[config.mk]
export PLATFORM = sky130hd
export DESIGN_NAME = rx_frame_ctrl
export DESIGN_NICKNAME = d
export VERILOG_FILES = /design/src/rtl/rx_frame_ctrl.sv
export SDC_FILE = /design/constraint.sdc
export NUM_CORES = 1
export LEC_CHECK = 0
export CORE_AREA = 2 2 85 87
export DETAILED_ROUTE_END_ITERATION = 16
export DIE_AREA = 0 0 87 89
export PLACE_DENSITY = 0.76
export REMOVE_ABC_BUFFERS = 1
export SLEW_MARGIN = 20
export SYNTH_ARGS = -nofsm -noshare
export SYNTH_HDL_FRONTEND = slang
export SYNTH_SLANG_ARGS = --single-unit
export TNS_END_PERCENT = 20
[constraint.sdc]
create_clock -name clk -period 5.2 [get_ports clk]
set_clock_uncertainty 0.1 [all_clocks]
set_input_delay 1.04 -clock clk [delete_from_list [all_inputs] [get_ports clk]]
set_output_delay 1.04 -clock clk [all_outputs]
set_load 0.01 [all_outputs]
[src/rtl/rx_frame_ctrl.sv]
// ---------------------------------------------------------------------------
// rx_frame_ctrl
//   Receive-side frame sequencer after the symbol decision stage. It hunts
//   for a 16-bit sync word, reads a length byte and assembles payload bits
//   into bytes, which are handed to a sink over a valid/ready stream.
//   Frame start, frame end and frame abort (with cause) are reported as
//   single-cycle pulses.
//
// Ports
//   clk, rst      system clock; asynchronous active-high reset
//   sym_valid     one-cycle strobe per decided symbol
//   sym_code      00 no carrier, 01 bit 1, 10 bit 0, 11 invalid
//   byte_data     payload byte, MSB is the first received bit
//   byte_valid    byte_data valid, held until accepted
//   byte_ready    sink ready
//   frame_start   pulse: sync word matched
//   frame_end     pulse: last payload byte accepted by the sink
//   frame_err     pulse: frame aborted
//   err_code      abort cause with frame_err: 01 bad len, 10 carrier lost,
//                 11 overflow / invalid symbol (00 otherwise)
//   busy          high while reading the length or the payload
//
// Stream handshake: a byte transfers on every rising clk edge where
// byte_valid && byte_ready. Once raised, byte_valid and byte_data stay
// stable until that transfer, unless the frame aborts (byte_valid drops).
// ---------------------------------------------------------------------------
module rx_frame_ctrl #(
    parameter logic [15:0] SYNC_WORD  = 16'hA5C3,
    parameter int          MAX_LEN    = 64,
    parameter int          ZERO_LIMIT = 8
) (
    input  logic       clk,
    input  logic       rst,
    input  logic       sym_valid,
    input  logic [1:0] sym_code,
    output logic [7:0] byte_data,
    output logic       byte_valid,
    input  logic       byte_ready,
    output logic       frame_start,
    output logic       frame_end,
    output logic       frame_err,
    output logic [1:0] err_code,
    output logic       busy
);

    typedef enum logic [1:0] {
        ST_HUNT    = 2'd0,
        ST_LEN     = 2'd1,
        ST_PAYLOAD = 2'd2,
        ST_DONE    = 2'd3
    } state_t;

    localparam logic [7:0] MAX_LEN_B    = 8'(MAX_LEN);
    localparam logic [7:0] ZERO_LIMIT_B = 8'(ZERO_LIMIT);

    state_t      state_q, state_d;
    logic [15:0] sync_q, sync_d;
    logic [7:0]  shift_q, shift_d;
    logic [2:0]  bit_cnt_q, bit_cnt_d;
    logic [7:0]  len_q, len_d;
    logic [7:0]  byte_cnt_q, byte_cnt_d;
    logic [7:0]  zero_cnt_q, zero_cnt_d;
    logic [7:0]  byte_data_q, byte_data_d;
    logic        byte_valid_q, byte_valid_d;
    logic        frame_start_q, frame_start_d;
    logic        frame_end_q, frame_end_d;
    logic        frame_err_q, frame_err_d;
    logic [1:0]  err_code_q, err_code_d;

    logic        accept;
    logic        is_data;
    logic        data_bit;
    logic [7:0]  shift_nxt;
    logic [15:0] sync_nxt;
    logic [7:0]  zero_inc;
    logic        abort;
    logic [1:0]  abort_code;

    assign accept    = byte_valid_q && byte_ready;
    assign is_data   = sym_code[1] ^ sym_code[0];
    assign data_bit  = (sym_code == 2'b01);
    assign shift_nxt = {shift_q[6:0], data_bit};
    assign sync_nxt  = {sync_q[14:0], data_bit};
    assign zero_inc  = (zero_cnt_q == 8'hFF) ? 8'hFF : zero_cnt_q + 8'd1;

    always_comb begin
        state_d       = state_q;
        sync_d        = sync_q;
        shift_d       = shift_q;
        bit_cnt_d     = bit_cnt_q;
        len_d         = len_q;
        byte_cnt_d    = byte_cnt_q;
        zero_cnt_d    = zero_cnt_q;
        byte_data_d   = byte_data_q;
        byte_valid_d  = byte_valid_q;
        frame_start_d = 1'b0;
        frame_end_d   = 1'b0;
        frame_err_d   = 1'b0;
        err_code_d    = 2'b00;
        abort         = 1'b0;
        abort_code    = 2'b00;

        if (accept) begin
            byte_valid_d = 1'b0;
        end

        case (state_q)
            ST_HUNT: begin
                if (sym_valid) begin
                    if (is_data) begin
                        if (sync_nxt == SYNC_WORD) begin
                            frame_start_d = 1'b1;
                            state_d       = ST_LEN;
                            sync_d        = '0;
                            shift_d       = '0;
                            bit_cnt_d     = '0;
                            byte_cnt_d    = '0;
                            zero_cnt_d    = '0;
                        end else begin
                            sync_d = sync_nxt;
                        end
                    end else begin
                        sync_d = '0;
                    end
                end
            end

            ST_LEN, ST_PAYLOAD: begin
                if (sym_valid) begin
                    if (sym_code == 2'b11) begin
                        abort      = 1'b1;
                        abort_code = 2'b11;
                    end else if (sym_code == 2'b00) begin
                        zero_cnt_d = zero_inc;
                        if (zero_inc >= ZERO_LIMIT_B) begin
                            abort      = 1'b1;
                            abort_code = 2'b10;
                        end
                    end else begin
                        zero_cnt_d = '0;
                        shift_d    = shift_nxt;
                        bit_cnt_d  = bit_cnt_q + 3'd1;
                        if (bit_cnt_q == 3'd7) begin
                            if (state_q == ST_LEN) begin
                                if (shift_nxt == 8'd0 || shift_nxt > MAX_LEN_B) begin
                                    abort      = 1'b1;
                                    abort_code = 2'b01;
                                end else begin
                                    len_d   = shift_nxt;
                                    state_d = ST_PAYLOAD;
                                end
                            end else if (byte_valid_q && !byte_ready) begin
                                // previous byte still pending: the new one has nowhere to go
                                abort      = 1'b1;
                                abort_code = 2'b11;
                            end else begin
                                byte_data_d  = shift_nxt;
                                byte_valid_d = 1'b1;
                                byte_cnt_d   = byte_cnt_q + 8'd1;
                                if (byte_cnt_q + 8'd1 == len_q) begin
                                    state_d = ST_DONE;
                                end
                            end
                        end
                    end
                end
            end

            ST_DONE: begin
                // symbols are ignored here; only the final accept matters
                if (accept) begin
                    frame_end_d = 1'b1;
                    state_d     = ST_HUNT;
                    sync_d      = '0;
                    bit_cnt_d   = '0;
                    byte_cnt_d  = '0;
                    zero_cnt_d  = '0;
                end
            end

            default: state_d = ST_HUNT;
        endcase

        if (abort) begin
            frame_err_d  = 1'b1;
            err_code_d   = abort_code;
            state_d      = ST_HUNT;
            byte_valid_d = 1'b0;
            sync_d       = '0;
            bit_cnt_d    = '0;
            byte_cnt_d   = '0;
            zero_cnt_d   = '0;
        end
    end

    always_ff @(posedge clk or posedge rst) begin
        if (rst) begin
            state_q       <= ST_HUNT;
            sync_q        <= '0;
            shift_q       <= '0;
            bit_cnt_q     <= '0;
            len_q         <= '0;
            byte_cnt_q    <= '0;
            zero_cnt_q    <= '0;
            byte_data_q   <= '0;
            byte_valid_q  <= 1'b0;
            frame_start_q <= 1'b0;
            frame_end_q   <= 1'b0;
            frame_err_q   <= 1'b0;
            err_code_q    <= 2'b00;
        end else begin
            state_q       <= state_d;
            sync_q        <= sync_d;
            shift_q       <= shift_d;
            bit_cnt_q     <= bit_cnt_d;
            len_q         <= len_d;
            byte_cnt_q    <= byte_cnt_d;
            zero_cnt_q    <= zero_cnt_d;
            byte_data_q   <= byte_data_d;
            byte_valid_q  <= byte_valid_d;
            frame_start_q <= frame_start_d;
            frame_end_q   <= frame_end_d;
            frame_err_q   <= frame_err_d;
            err_code_q    <= err_code_d;
        end
    end

    assign byte_data   = byte_data_q;
    assign byte_valid  = byte_valid_q;
    assign frame_start = frame_start_q;
    assign frame_end   = frame_end_q;
    assign frame_err   = frame_err_q;
    assign err_code    = err_code_q;
    assign busy        = (state_q == ST_LEN) || (state_q == ST_PAYLOAD);

endmodule

# [Word-level counts from Yosys, hierarchy flattened]
# Cells that the tools add are included.
[totals] input_bits=6 word_cells=157 regBits=65
[op_classes] mux=86 addsub=3 reduce_logical=19 n_bitwise=6 n_eq_ne=28 n_lt_le_gt_ge=2
[op_table] operator="8-bit two-way mux" count=16
[op_table] operator="15-bit two-way mux" count=5
[op_table] operator="8-bit case mux with 3 select lines" count=2
[op_table] operator="2-bit two-way mux" count=22
[op_table] operator="3-bit != test, second input constant" count=10
[op_table] operator="15-bit case mux with 2 select lines" count=1
[op_table] operator="7-bit AND reduction" count=4
[op_table] operator="1-bit two-way mux" count=26
[op_table] operator="3-bit two-way mux" count=8
[op_table] operator="7-bit two-way mux" count=3
[op_table] operator="8-bit by 1-bit adder with 8-bit output, second input constant" count=2
[op_table] operator="16-bit equality test, second input constant" count=1
[op_table] operator="7-bit case mux with 2 select lines" count=1
[op_table] operator="2-bit != test, second input constant" count=6
[op_table] operator="4-bit != test, second input constant" count=3
[op_table] operator="11-bit AND reduction" count=1
[op_table] operator="10-bit AND reduction" count=1
[op_table] operator="3-bit case mux with 3 select lines" count=1
[op_table] operator="8-bit equality test" count=1
[op_table] operator="8-bit equality test, second input constant" count=1
[op_table] operator="8-bit by 4-bit >= comparator with 1-bit output, second input constant" count=1
[op_table] operator="8-bit by 7-bit > comparator with 1-bit output, second input constant" count=1
[op_table] operator="8-bit logical NOT" count=1
[op_table] operator="2-bit equality test, second input constant" count=3
[op_table] operator="15 further kinds" count=23

# [Depth between registers and ports, before layout]
# Gate-level depths: netlist of run 1.
[logic_depth] word_depth=12 mapped_depth=11 mapped_depth_nobuf=10

# [Worst setup path before layout of run 1]
# No wires, ideal clock.
[synth_path] path_kind="input to register" start="input port sym_code[1]" end="register bit_cnt_q[0]" path_stages=10 arrival_time_ns=3.120 setup_slack_ns=1.856 required_time_ns=4.975 cell_sequence="inv_1 ha_1 nor4_2 mux2_2 o21a_1 o31ai_4 or2_1 buf_6 nor2_2 mux2_2"
[synth_via] elab_chain_cells=12 word_cells_on_any_way=24 cone_classes="order compare (1); eq/ne (10); mux (8); bitwise (1); reduce/logical (4)"
[synth_lines] element="from (decl)" line_no="35" source="input logic [1:0] sym_code,"
[synth_lines] element="2-bit by 1-bit equality test with 1-bit output *" line_no="81" source="assign data_bit = (sym_code == 2'b01);"
[synth_lines] element="named net data_bit" line_no="72" source="logic data_bit;"
[synth_lines] element="8-bit by 7-bit > comparator with 1-bit output or 8-bit logical NOT (tied branches)" line_no="145" source="if (shift_nxt == 8'd0 || shift_nxt > MAX_LEN_B) begin"
[synth_lines] element="1-bit logical OR" line_no="145"
[synth_lines] element="1-bit two-way mux" line_no="145"
[synth_lines] element="1-bit two-way mux" line_no="144" source="if (state_q == ST_LEN) begin"
[synth_lines] element="1-bit two-way mux" line_no="143" source="if (bit_cnt_q == 3'd7) begin"
[synth_lines] element="1-bit two-way mux" line_no="133" source="end else if (sym_code == 2'b00) begin"
[synth_lines] element="1-bit two-way mux" line_no="130" source="if (sym_code == 2'b11) begin"
[synth_lines] element="1-bit two-way mux" line_no="129" source="if (sym_valid) begin"
[synth_lines] element="1-bit two-way mux" line_no="107" source="case (state_q)"
[synth_lines] element="3-bit != test (no source line)"
[synth_lines] element="7-bit AND reduction (no source line)"
[synth_lines] element="to (signal assigned)" line_no="215" source="bit_cnt_q <= bit_cnt_d;"
[synth_lines] element="to (decl)" line_no="59" source="logic [2:0] bit_cnt_q, bit_cnt_d;"
# Mark *: on every way through the listed nets, which the timed path passes. The rest lies on a longest branch.
# A chain may end at the register's enable or synchronous reset.

# [Final worst setup path of run 1]
# Ends and elaborated chain as after synthesis.

==> impl_metrics.json, run 1 <==
{
  "synthFlopType": "dfrtp_1",
  "finalHoldViolCount": 0,
  "rsz0062_at_grt": "no",
  "numCtsBuffers": 9,
  "fin_cells": 412,
  "die_w_um": 87,
  "total_power_w": 0.00165,
  "syn_area_per_cell_um2": 10.8,
  "grt_start_max_net_pins": 41,
  "holdBufCountCts": 0,
  "cts.sinks": 65,
  "diodes": 0,
  "viasPerCell": 5.83,
  "route.detailed.drc": 0,
  "finalCritPeriodShare_pct": 74.3,
  "max-cap-violations": 0,
  "cpLargestDelayFamily": "simple AND/OR/NAND/NOR gates",
  "yosysWarnings": 0,
  "ys_seq_area_share_pct": 49.0,
  "relSlewSlack_pct": 34.4,
  "die-height_um": 89,
  "row_count": 30,
  "crit_chain": "clkdlybuf4s50_1 -> inv_1 -> ha_1 -> nor4_2 -> mux2_2 -> o21a_1 -> o31ai_4 -> or2_1 -> nor2_2 -> mux2_2",
  "cts_tree": "built",
  "setup_violations": 0,
  "dp.cells": 397,
  "fin_crit_ns": 3.86,
  "hpwl_um": 4630,
  "path_max_fanout": 9,
  "clk_pin_slew_worst_paths_ns": 0.06,
  "tightest_slew_ns": 0.976,
  "whs_ns": 0.404,
  "netlist_area_mm2": 0.00332,
  "dr.pass1.iters": 5,
  "synth_edf_count": 0,
  "io_buffers": 20,
  "fin_tns_setup_ns": 0,
  "drt_iter0_markers": 207,
  "end_kind": "flip-flop",
  "drt_wl_total_um": 6500,
  "cp_num_buf_inv": 2,
  "post_cts_resized": 0,
  "dr_total_vias": 2400,
  "syn_to_final_growth_pct": 14.0,
  "drive_gt1_share_pct": 15.7,
  "slowest_delay_ns": 0.48,
  "grt_pass1_vias": 2413,
  "ant_nets": 0,
  "switching_share_pct": 37.2,
  "cp-start-kind": "primary input",
  "ys_types": 61,
  "power.share.sequential_pct": 36.7,
  "ir_worst_vdd_v": 0.000287,
  "clockRootBuffer": "clkbuf_8",
  "synth-seq-cells": 65,
  "antenna_found_initial": 0,
  "cpMostUsedCell": "mux2_2",
  "wl_per_cell_um": 15.8,
  "intPower_w": 0.00104,
  "critPathRequiredTime_ns": 5.33,
  "power.density_mw_per_mm2": 436,
  "status": "complete, no violations",
  "crit_type": "primary input to flip-flop",
  "clk_latency_ns": 0.34,
  "grt_usage_pct": 18.8,
  "synthArstFlopShare_pct": 100,
  "core_area_mm2": 0.00672,
  "power_switching_w": 0.000614,
  "syn-instance-count": 307,
  "place_congestion": 0.845,
  "maxSlewViolCount": 0,
  "io_pins": 21,
  "initial_core_util_pct": 49.4,
  "cts_setup_buffers": 0,
  "hold_path.class": "flip-flop to flip-flop",
  "clock_tree.buffer_depth": 2,
  "gr-total-overflow": 0,
  "p_comb_share_pct": 35.0,
  "leakage_nw": 1.70,
  "timing.fmax_mhz": 259,
  "nets": 346,
  "h-tree-depth": 3,
  "p_clk_share_pct": 28.3,
  "die_area_mm2": 0.00774,
  "cp_slowest_cell": "clkdlybuf4s50_1",
  "grt_pass1_wl_um": 11300,
  "crit_arrival_ns": 3.99
}
power groups by stage:
stage | sequential (W) | combinational, W | clock (W)
5_1_grt | 0.000615 | 0.000640 | 0.000496
4_1_cts | 0.000606 | 0.000574 | 0.000476
3_5_place_dp | 0.000615 | 0.000570 | 0
2_1_floorplan | 0.000599 | 0.000417 | 0
3_3_place_gp | 0.000613 | 0.000553 | 0
6_report | 0.000606 | 0.000577 | 0.000468
worst paths after layout:
check                                         start                  endpoint  slack, ns  depth (start not counted)
hold / removal             bit_cnt_q[1]$_DFFE_PP0P_  bit_cnt_q[1]$_DFFE_PP0P_       0.40                          1
setup / recovery                        sym_code[1]  bit_cnt_q[0]$_DFFE_PP0P_       1.34                         10
hold reg to reg            bit_cnt_q[1]$_DFFE_PP0P_  bit_cnt_q[1]$_DFFE_PP0P_       0.40                          1
setup reg to reg             state_q[0]$_DFFE_PP0P_      len_q[0]$_DFFE_PP0P_       2.15                          6
min in group asynchronous                       rst    sync_q[14]$_DFFE_PP0P_       0.94                          2
max in group asynchronous                       rst     err_code[1]$_DFF_PP0_       3.16                          3
synthesized netlist by cell type, types with 2 or more instances:
master	n	share of area (%)
nor2_1	13	1.5
or3_1	3	0.57
buf_6	2	0.68
nor3_1	7	1.1
a211oi_1	2	0.45
a21o_1	2	0.45
o311ai_0	2	0.53
nand3_1	9	1.4
mux2_2	17	5.8
xnor2_1	12	3.2
nand2b_1	5	0.94
nand4_1	2	0.38
and4_1	2	0.53
a22o_1	17	4.5
a31oi_1	2	0.38
inv_1	12	1.4
and2_1	5	0.94
a21oi_1	8	1.2
nor4_2	2	0.75
nand2_1	28	3.2
nor4b_1	2	0.53
xor2_1	2	0.53
buf_2	3	0.45
o21ai_0	23	3.5
o31ai_1	4	0.90
nor2b_1	5	0.94
clkbuf_1	6	0.68
o21ai_1	2	0.30
ha_1	12	4.5
dfrtp_1	65	49
state kept, by name, indices dropped and copies added, names as in the netlist, 2 cells and up:
register    cells
byte_data       8
byte_cnt_q      8
len_q           8
sync_q         15
state_q         2
zero_cnt_q      8
shift_q         7
bit_cnt_q       3
err_code        2
cell type report:
class                      count  area, µm²
tap                           80        100
clock buffer                  10        138
sequential                    65       1630
clock inverter                 5       80.1
fill                         554       2930
timing repair buffer          22        215
multi-input combinational    217       1580
inverter                      13       48.8
metal layers:
metal | share of wire, % | routed length [µm] | global-route usage [%] | up-vias
met2 | 46 | 2980 | 27.7 | 47
met5 | 0 | 0 | 0 | -
met3 | 3.4 | 222 | 3.42 | 11
li1 | - | - | - | 1156
met1 | 49 | 3160 | 26.0 | 1186
met4 | 2.2 | 142 | 11.4 | 0
cell usage in the layout, fill, tap and decap left out, types with 3 or more instances in the layout:
cell	instances
clkdlybuf4s50_1	20
o21ai_0	23
o31ai_1	4
nand2_1	28
xnor2_1	12
nor2b_1	5
a21oi_1	8
ha_1	12
clkbuf_8	10
mux2_2	17
nand2b_1	5
nor2_1	13
inv_1	11
and2_1	5
nor3_1	7
or3_1	3
nand3_1	9
dfrtp_1	65
a22o_1	17
per-stage QoR:
stage               cell area (µm²)  utilization (%)  setup WS (ns)
finish                         3790             56.4           1.34
global route                   3790             56.4           1.17
CTS                            3790             56.4           1.33
detailed placement             3570             53.1          0.987
global placement               3570             53.1           1.13
floorplan                      3250                -           1.82
logic make-up after synthesis:
| group | Yosys count | share of synthesized area, % |
|---|---|---|
| multiplexers | 19 | 6.40 |
| AND/OR/NAND/NOR | 97 | 16.2 |
| flip-flops | 65 | 49.0 |
| adder cells (fa/ha/maj) | 12 | 4.52 |
| AO/OA/AOI/OAI | 75 | 16.7 |
| XOR/XNOR | 14 | 3.69 |
| buffers and inverters | 25 | 3.50 |
No activity file was read; power rests on OpenSTA's default activity.
==> inputs of run 2 (changes only) <==
--- a/config.mk
+++ b/config.mk
@@ -8,7 +8,7 @@
 export CORE_AREA = 2 2 85 87
 export DETAILED_ROUTE_END_ITERATION = 16
 export DIE_AREA = 0 0 87 89
-export PLACE_DENSITY = 0.76
+export PLACE_DENSITY = 0.78
 export REMOVE_ABC_BUFFERS = 1
 export SLEW_MARGIN = 20
 export SYNTH_ARGS = -nofsm -noshare
==> constraint.sdc (replaced) <==
create_clock -name clk -period 3.3 [get_ports clk]
set_clock_uncertainty 0.1 [all_clocks]
set_input_delay 0.66 -clock clk [delete_from_list [all_inputs] [get_ports clk]]
set_output_delay 0.66 -clock clk [all_outputs]
set_load 0.01 [all_outputs]
==> run 2 against run 1 <==
Effect of this change:
- cell count up 5.8%
- critical path depth down 1
- wire length up 12%
- largest power group is now combinational cells
- sequential power up 59%
- critical path type unchanged
- worst setup slack worse by 1.2 ns
- clock power up 32%
- critical endpoint is now state_q[0]$_DFFE_PP0P_
- utilization up 2.4 points
- highest routed layer unchanged
==> impl_metrics.json, run 2 (synthesized netlist as in run 1, its figures left out) <==
{
  "status": "complete, no violations",
  "ir_worst_vdd_v": 0.000397,
  "switching_share_pct": 39.3,
  "power_switching_w": 0.00105,
  "clockRootBuffer": "clkbuf_8",
  "maxSlewViolCount": 0,
  "place_area_mm2": 0.00377,
  "cp_slowest_cell": "clkdlybuf4s50_1",
  "h-tree-depth": 3,
  "grt_usage_pct": 21.3,
  "syn_to_final_growth_pct": 18.9,
  "intPower_w": 0.00163,
  "grt_pass1_vias": 2596,
  "critPathRequiredTime_ns": 3.43,
  "cpLargestDelayFamily": "multiplexers",
  "r2r_slack_ns": 0.55,
  "hpwl_um": 5110,
  "nets": 369,
  "cp-start-kind": "primary input",
  "startpoint": "sym_code[1]",
  "finalHoldViolCount": 0,
  "p_comb_share_pct": 41.0,
  "cp-endpoint": "state_q[0]$_DFFE_PP0P_",
  "rsz0062_at_grt": "no",
  "io_buffers": 20,
  "crit_type": "primary input to flip-flop",
  "layout_commonest_cell": "dfrtp_1",
  "die_w_um": 87,
  "drive_gt1_share_pct": 21.3,
  "clk_pin_slew_worst_paths_ns": 0.07,
  "place_congestion": 0.957,
  "power.density_mw_per_mm2": 680,
  "numCtsBuffers": 9,
  "die-height_um": 89,
  "reg2regPathDepth": 8,
  "finalCritPeriodShare_pct": 95.6,
  "largest_reg_flops": 15,
  "clock_tree.buffer_depth": 2,
  "p_clk_share_pct": 23.1,
  "ant_nets": 0,
  "end_kind": "flip-flop",
  "timing.fmax_mhz": 317,
  "drt_wl_total_um": 7250,
  "final_cell_mix": "65 x dfrtp_1, 28 x nand2_1, 23 x o21ai_0, 23 x buf_4, 20 x clkdlybuf4s50_1",
  "drt_iter0_markers": 114,
  "reg2reg_from": "byte_cnt_q[0]$_DFFE_PP0P_",
  "cts.sinks": 65,
  "row_count": 30,
  "gr-total-overflow": 0,
  "tightest_slew_ns": 0.578,
  "setup_violations": 0,
  "initial_core_util_pct": 49.4,
  "slowest_delay_ns": 0.48,
  "cp_num_buf_inv": 2,
  "crit_cells": 9,
  "route.detailed.drc": 0,
  "leakage_nw": 1.81,
  "fin_ws_ns": 0.147,
  "cts_setup_buffers": 0,
  "relSlewSlack_pct": 61.0,
  "cts_tree": "built",
  "total_power_w": 0.00269,
  "max-cap-violations": 0,
  "dr.pass1.iters": 4,
  "holdBufCountCts": 0,
  "crit_chain": "clkdlybuf4s50_1 -> inv_1 -> ha_1 -> nor4_2 -> mux2_2 -> o21a_1 -> o311ai_2 -> nor3b_2 -> mux2_1",
  "fin_crit_ns": 3.15,
  "path_max_fanout": 3,
  "fillers": 559,
  "crit_arrival_ns": 3.28,
  "diodes": 0,
  "fin_tns_setup_ns": 0,
  "core_area_mm2": 0.00672,
  "grt_start_max_net_pins": 66,
  "post_cts_resized": 0,
  "wl_per_cell_um": 16.6,
  "dr_total_vias": 2536,
  "die_area_mm2": 0.00774,
  "viasPerCell": 5.82,
  "dp_slack_ns": -0.198,
  "io_pins": 21,
  "antenna_found_initial": 0,
  "regMostFlops": "sync_q",
  "final_area_mm2": 0.00395,
  "power.share.sequential_pct": 36.0,
  "grt_pass1_wl_um": 12600,
  "hold_path.class": "flip-flop to flip-flop",
  "clk_latency_ns": 0.35,
  "r2r_end": "state_q[0]$_DFFE_PP0P_"
}
## run 2: changes by cell type in the layout (fill, tap and decap cells not counted)
cell	before	now
clkinv_2	1	3
buf_12	0	2
buf_4	2	23
bufinv_16	2	0
clkbuf_8	10	11
## run 2: per-layer routing
| layer | part of all wire, % | track usage (%) | vias to the layer above |
|---|---|---|---|
| li1 | - | - | 1203 |
| met1 | 45 | 28.4 | 1245 |
| met2 | 47 | 32.4 | 63 |
| met3 | 4.0 | 3.88 | 25 |
| met4 | 4.1 | 12.9 | 0 |
| met5 | 0 | 0 | - |
## run 2: layout make-up
type	count	area (µm²)	share of cell area (%)
sequential	65	1630	41.2
multi-input combinational	217	1580	40.0
timing repair buffer	45	413	10.5
clock buffer	11	151	3.83
tap	80	100	2.53
inverter	13	48.8	1.24
clock inverter	5	30.0	0.760
## run 2: power by group through the flow
stage               combinational [W]  clock [W]  sequential (W)
finish                        0.00110   0.000619        0.000966
global route                  0.00121   0.000681        0.000976
CTS                           0.00109   0.000634        0.000965
detailed placement            0.00109          0        0.000979
global placement              0.00104          0        0.000972
floorplan                    0.000657          0        0.000944
## run 2: through the flow
step,utilization (%),hold WS [ns],instances
floorplan,-,0.358,295
global placement,56.1,0.384,420
detailed placement,56.1,0.391,420
CTS,58.8,0.411,436
global route,58.8,0.427,436
finish,58.8,0.406,436
## run 2: worst register-to-register path, cell delays in order, from the launching register on
cell	delay (ns)
dfrtp_1	0.47
ha_1	0.30
nand3_1	0.12
xnor2_1	0.14
or4_1	0.49
nor3_1	0.32
a211oi_2	0.14
nor3b_2	0.22
mux2_1	0.35
## run 2: how the worst min path moves through the flow
stage | startpoint | endpoint | slack [ns] | cells after the start
2_1_floorplan | sync_q[14]$_DFFE_PP0P_ | sync_q[14]$_DFFE_PP0P_ | 0.36 | 1
3_3_place_gp | sync_q[14]$_DFFE_PP0P_ | sync_q[14]$_DFFE_PP0P_ | 0.38 | 1
3_5_place_dp | sync_q[14]$_DFFE_PP0P_ | sync_q[14]$_DFFE_PP0P_ | 0.39 | 1
4_1_cts | sync_q[14]$_DFFE_PP0P_ | sync_q[14]$_DFFE_PP0P_ | 0.41 | 1
5_1_grt | byte_data[7]$_DFFE_PP0P_ | byte_data[7]$_DFFE_PP0P_ | 0.43 | 1
6_report | sync_q[14]$_DFFE_PP0P_ | sync_q[14]$_DFFE_PP0P_ | 0.41 | 1
